[src/rtl/matrix_product_check.sv]
// Verifies a candidate inverse: loads A then B, forms C = A*B with one MAC per cycle,
// streams C row-major and flags whether C lies within TOL LSBs of the Q.8 identity.
module matrix_product_check #(
  parameter int N   = 3,
  parameter int W   = 16,
  parameter int TOL = 2
) (
  input  logic         clk,
  input  logic         rst_n,
  input  logic         in_valid,
  output logic         in_ready,
  input  logic [W-1:0] in_data,
  output logic         out_valid,
  input  logic         out_ready,
  output logic [W-1:0] out_data,
  output logic         out_last,
  output logic         is_identity
);
  localparam int NN = N * N;
  localparam int CW = $clog2(2 * NN + 1);
  localparam int IW = $clog2(N + 1);
  localparam int MW = $clog2(NN + 1);
  localparam int PW = 2 * W;
  localparam int AW = 2 * W + $clog2(N);
  localparam logic signed [AW-1:0] SMAX = {{(AW-W+1){1'b0}}, {(W-1){1'b1}}};
  localparam logic signed [AW-1:0] SMIN = {{(AW-W+1){1'b1}}, {(W-1){1'b0}}};

  typedef enum logic [1:0] {S_LOAD, S_COMPUTE, S_EMIT} state_t;

  state_t                r_state, w_next;
  logic [CW-1:0]         r_cnt;
  logic [IW-1:0]         r_i, r_j, r_k;
  logic [MW-1:0]         r_idx;
  logic signed [AW-1:0]  r_acc;
  logic                  r_id;
  logic signed [W-1:0]   r_a [NN];
  logic signed [W-1:0]   r_b [NN];
  logic signed [W-1:0]   r_c [NN];
  logic                  r_out_valid, r_out_last, r_is_id;
  logic [W-1:0]          r_out_data;

  logic                  w_in_fire, w_out_fire, w_load_done, w_emit_done;
  logic                  w_k_last, w_j_last, w_i_last, w_last_mac;
  logic [MW-1:0]         w_a_idx, w_b_idx, w_c_idx, w_idx_nxt;
  logic signed [W-1:0]   w_a_el, w_b_el;
  logic signed [PW-1:0]  w_prod;
  logic signed [AW-1:0]  w_sum, w_s, w_exp;
  logic signed [AW:0]    w_diff, w_abs;
  logic                  w_within;
  logic [W-1:0]          w_sat;

  assign in_ready    = rst_n & (r_state == S_LOAD);
  assign out_valid   = r_out_valid;
  assign out_data    = r_out_data;
  assign out_last    = r_out_last;
  assign is_identity = r_is_id;

  assign w_in_fire   = in_valid & in_ready;
  assign w_out_fire  = r_out_valid & out_ready;
  assign w_load_done = w_in_fire & (r_cnt == CW'(2 * NN - 1));
  assign w_emit_done = w_out_fire & r_out_last;
  assign w_k_last    = (r_k == IW'(N - 1));
  assign w_j_last    = (r_j == IW'(N - 1));
  assign w_i_last    = (r_i == IW'(N - 1));
  assign w_last_mac  = w_k_last & w_j_last & w_i_last;

  assign w_a_idx   = MW'(int'(r_i) * N + int'(r_k));
  assign w_b_idx   = MW'(int'(r_k) * N + int'(r_j));
  assign w_c_idx   = MW'(int'(r_i) * N + int'(r_j));
  assign w_idx_nxt = r_idx + 1'b1;
  assign w_a_el    = r_a[w_a_idx];
  assign w_b_el    = r_b[w_b_idx];

  // Low PW bits of the product of sign-extended operands equal the signed product.
  assign w_prod = {{W{w_a_el[W-1]}}, w_a_el} * {{W{w_b_el[W-1]}}, w_b_el};
  assign w_sum  = r_acc + AW'(w_prod);
  assign w_s    = w_sum >>> 8;
  assign w_exp  = (r_i == r_j) ? AW'(256) : '0;
  assign w_diff = $signed({w_s[AW-1], w_s}) - $signed({w_exp[AW-1], w_exp});
  assign w_abs  = w_diff[AW] ? -w_diff : w_diff;
  assign w_within = (w_abs <= (AW+1)'(TOL));
  assign w_sat  = (w_s > SMAX) ? SMAX[W-1:0] :
                  (w_s < SMIN) ? SMIN[W-1:0] : w_s[W-1:0];

  always_comb begin
    w_next = r_state;
    case (r_state)
      S_LOAD:    if (w_load_done) w_next = S_COMPUTE;
      S_COMPUTE: if (w_last_mac)  w_next = S_EMIT;
      S_EMIT:    if (w_emit_done) w_next = S_LOAD;
      default:   w_next = S_LOAD;
    endcase
  end

  always_ff @(posedge clk) begin
    if (!rst_n) r_state <= S_LOAD;
    else        r_state <= w_next;
  end

  always_ff @(posedge clk) begin
    if (w_in_fire) begin
      if (r_cnt < CW'(NN)) r_a[MW'(r_cnt)] <= $signed(in_data);
      else                 r_b[MW'(r_cnt - CW'(NN))] <= $signed(in_data);
    end
    if (r_state == S_COMPUTE && w_k_last) r_c[w_c_idx] <= w_sat;
  end

  always_ff @(posedge clk) begin
    if (!rst_n) begin
      r_cnt       <= '0;
      r_i         <= '0;
      r_j         <= '0;
      r_k         <= '0;
      r_idx       <= '0;
      r_acc       <= '0;
      r_id        <= 1'b0;
      r_out_valid <= 1'b0;
      r_out_data  <= '0;
      r_out_last  <= 1'b0;
      r_is_id     <= 1'b0;
    end else begin
      case (r_state)
        S_LOAD: begin
          if (w_load_done) begin
            r_cnt <= '0;
            r_i   <= '0;
            r_j   <= '0;
            r_k   <= '0;
            r_acc <= '0;
            r_id  <= 1'b1;
          end else if (w_in_fire) begin
            r_cnt <= r_cnt + 1'b1;
          end
        end
        S_COMPUTE: begin
          if (w_k_last) begin
            r_acc <= '0;
            r_id  <= r_id & w_within;
            r_k   <= '0;
            if (w_j_last) begin
              r_j <= '0;
              r_i <= w_i_last ? '0 : r_i + 1'b1;
            end else begin
              r_j <= r_j + 1'b1;
            end
          end else begin
            r_acc <= w_sum;
            r_k   <= r_k + 1'b1;
          end
          if (w_last_mac) r_idx <= '0;
        end
        S_EMIT: begin
          // First EMIT cycle registers C[0]; later cycles advance on each handshake.
          if (!r_out_valid) begin
            r_out_valid <= 1'b1;
            r_out_data  <= r_c[r_idx];
            r_out_last  <= (r_idx == MW'(NN - 1));
            r_is_id     <= r_id;
          end else if (w_out_fire) begin
            if (r_out_last) begin
              r_out_valid <= 1'b0;
              r_out_last  <= 1'b0;
              r_out_data  <= '0;
              r_is_id     <= 1'b0;
            end else begin
              r_idx      <= w_idx_nxt;
              r_out_data <= r_c[w_idx_nxt];
              r_out_last <= (w_idx_nxt == MW'(NN - 1));
            end
          end
        end
        default: ;
      endcase
    end
  end
endmodule

[config.mk]
export PLATFORM = sky130hd
export DESIGN_NAME = matrix_product_check
export DESIGN_NICKNAME = d
export VERILOG_FILES = /design/src/rtl/matrix_product_check.sv
export SDC_FILE = /design/constraint.sdc
export NUM_CORES = 2
export LEC_CHECK = 0
export BUFFER_PORTS_ARGS = -buffer_cell sky130_fd_sc_hd__buf_4
export CAP_MARGIN = 20
export CORE_ASPECT_RATIO = 2
export CORE_MARGIN = 2
export CORE_UTILIZATION = 55
export CTS_CLUSTER_DIAMETER = 150
export DETAILED_ROUTE_END_ITERATION = 12
export PLACE_DENSITY = 0.71
export SKIP_CTS_REPAIR_TIMING = 1
export SYNTH_ARGS = -nofsm -noshare
export SYNTH_HDL_FRONTEND = slang
export SYNTH_SLANG_ARGS = --single-unit
[constraint.sdc]
create_clock -name clk -period 28.7 [get_ports clk]
set_clock_uncertainty 0.1 [all_clocks]
set_input_delay 7.175 -clock clk [delete_from_list [all_inputs] [get_ports clk]]
set_output_delay 7.175 -clock clk [all_outputs]
set_load 0.05 [all_outputs]
==> results.md <==
* Final WL at between 90,000 and 100,000 um
* Metal2 WL at about 50,000 um
* Synth async-reset ratio at 0%
* Vias in the first global route at between 20,000 and 25,000
* Final critical-path share of the clock period at between 50% and 60%
* Die W at about 180 um
* Yosys top cell by area: edfxtp_1
* Bufs on Longest Clock Path at 3
* Post-synth EDFFs at about 430
* Final Hold Viols at 0
* Sequential share of the synthesized area at between 40% and 50%
* Worst-skew pair later-pin latency at approximately 0.60 ns
* First-pass GRT wire length at 141,700 um
* Crit path required time at around 21 ns
* CP Capture Type: output port
* Max_cap viols at 0
* Clock root buffer: clkbuf_16
* Crit Path Max Fanout at 30
* HP Class: reg2reg
* Syn-to-layout area delta at 8.303%
* Synthesized netlist cell count at about 2,800
* Multi-input logic area at roughly 0.018 mm2
* Max frequency at 0.06299 GHz
* Initial Util at a little under three fifths
* CTS tree: yes
* Yosys cell types at between 90 and 100
* Clock sinks at just over 500
* Largest net degree at the start of global routing at 42
* Mapped cell area at 0.03445 mm2
* Wl on met1 at 28,220 um
* Top sig layer: met4
* Syn Nets at 3,234
* Post-DP HPWL at between 70,000 and 80,000 um
* Filler cells at 4,932
* Die area at about 0.065 mm2
* Setup TNS at 0 ns
* Nets at approximately 3,300
* CP startpoint kind: input pin
* Clock H-tree levels at 2
* Primary FF master, synth: edfxtp_1
* Routability Congestion at approximately 1.0
* FF+latch area at 0.01448 mm2
* CTS clk-pin slew, worst paths at around 0.070 ns
* Min Hold Slack at 0.4061 ns
* Fraction of layout cells with a size suffix above 1 at 14.09%
* GRT overflow at 0
* Most frequent cells in the layout: edfxtp_1 (432), inv_1 (385), fa_1 (308)
* Largest cells by area after synthesis: edfxtp_1 (38%), fa_1 (18%), mux4_2 (8.4%)
* CP max stage delay at 0.71 ns
* Tightest Pin Transition at around 1.1 ns
* Worst path most repeated cell: buf_4
* First-pass detailed-route iteration total at 5
* Yosys reg bits at ~510
* FP Rows at between 100 and 150
* DR WL met3 at 3644 um
* Global Route Usage Sum at between 20 and 30%
* Worst-path cell chain: buf_4 -> nor3b_1 -> buf_4
* CTS Buf Count at 45
* Worst setup path category: in2out
* WL per Instance at 25.65 um
* Max Slew Vio Count at 0
* Top Ports at 40
* Slew HR at a little over a fifth
* Crit path DAT at around 8.6 ns
* Mean post-synth cell area at between 10 and 15 um2
* Die H at approximately 360 um
* Port bufs at 39
* Final setup fails at 0
* Final Critical Period at approximately 16 ns
* Number of DRC markers in iteration 0 at ~1,400
* Core area at ~0.062 mm2
* Crit-path slowest cell: nor3b_1
* Drt drc at 0
* Status: complete, no violations
* Leading cell type in the layout, fill and taps excluded: edfxtp_1
* Buf+Inv Stages, Crit Path at 2
* Vias/cell at about 6.2
* Yosys top cell area share at between 30% and 40%
* Routed Antenna Nets at 0
* Unrepaired setup endpoints after global routing: no
* Crit-path leading delay family: simple AND/OR/NAND/NOR gates
* Antenna violations before repair at 0
* Synth Warn # at 0
* Via Count at approximately 23,000
==> cell usage after synthesis (11+ instances only) <==
master,number
mux2_2,25
xor2_1,15
or2_2,17
fa_1,309
a31oi_1,19
xnor2_1,45
and3_1,21
o21ai_1,14
inv_1,385
o211a_1,22
edfxtp_1,432
mux4_2,128
nor3_1,21
nor2_1,233
ha_1,131
buf_1,17
a21oi_1,74
nand3_1,29
a22oi_1,30
and2_1,24
mux2i_1,69
dfxtp_1,75
nand4_1,21
o21ai_0,70
nand2_1,184
o221ai_1,18
o21a_1,13
clkbuf_1,88
nor2b_1,43
nand2b_1,24
a21o_1,11
==> state kept, by name, summed over array words and instances (netlist names), named ones only <==
register,cells
r_i,2
r_acc,34
is_identity,1
r_idx,4
out_last,1
r_k,2
r_state,2
r_c,144
out_valid,1
r_j,2
r_id,1
out_data,16
r_cnt,5
r_b,144
r_a,144
==> metal layers <==
metal,GRT usage (%),vias up
met5,0,-
li1,-,9799
met1,26.08,11390
met2,57.38,877
met3,3.686,447
met4,26.10,0
==> worst paths after layout <==
kind / startpoint / end / slack [ns] / cells after the start
setup / recovery: rst_n / in_ready / 12.83 / 3
hold reg to reg: out_data[14]$_SDFFE_PN0P_ / out_data[14]$_SDFFE_PN0P_ / 0.41 / 1
hold / removal: out_data[14]$_SDFFE_PN0P_ / out_data[14]$_SDFFE_PN0P_ / 0.41 / 1
setup reg to reg: r_i[0]$_SDFFE_PN0P_ / r_id$_SDFFE_PN0P_ / 15.78 / 37
==> final cells by class <==
type,count,share of cell area (%)
Multi-Input combinational cell,1765,48.73
Tap cell,786,2.636
Clock inverter,26,0.6774
Antenna cell,1,0.006707
Sequential cell,507,38.80
Clock buffer,57,3.166
Timing Repair Buffer,105,2.113
Inverter,385,3.873
==> per-stage QoR <==
| stage | cell area, um2 | utilization, % | std cells | setup slack [ns] |
|---|---|---|---|---|
| 2_1_floorplan | 34450 | - | 2774 | 13.02 |
| 3_3_place_gp | 35840 | 57.83 | 3544 | 12.90 |
| 3_5_place_dp | 35860 | 57.85 | 3546 | 12.85 |
| 4_1_cts | 37290 | 60.17 | 3629 | 12.84 |
| 5_1_grt | 37310 | 60.19 | 3631 | 12.77 |
| 6_report | 37310 | 60.20 | 3632 | 12.83 |
==> logic make-up (layout without fill, tap and decap cells) <==
group	Yosys count	count (layout)	synth area share [%]
xor gates and xnor gates	61	61	1.605
AOI/OAI and AO/OA	364	364	7.424
adders and majority gates	440	440	22.71
buffers and inverters	502	573	5.564
and+or+nand+nor	678	678	9.487
muxes	222	222	11.19
other	0	1	0
DFF	507	507	42.02
Power is left out: the tool's default activity adds up to more than one toggle a clock period on the data nets, which glitch-free logic cannot reach.
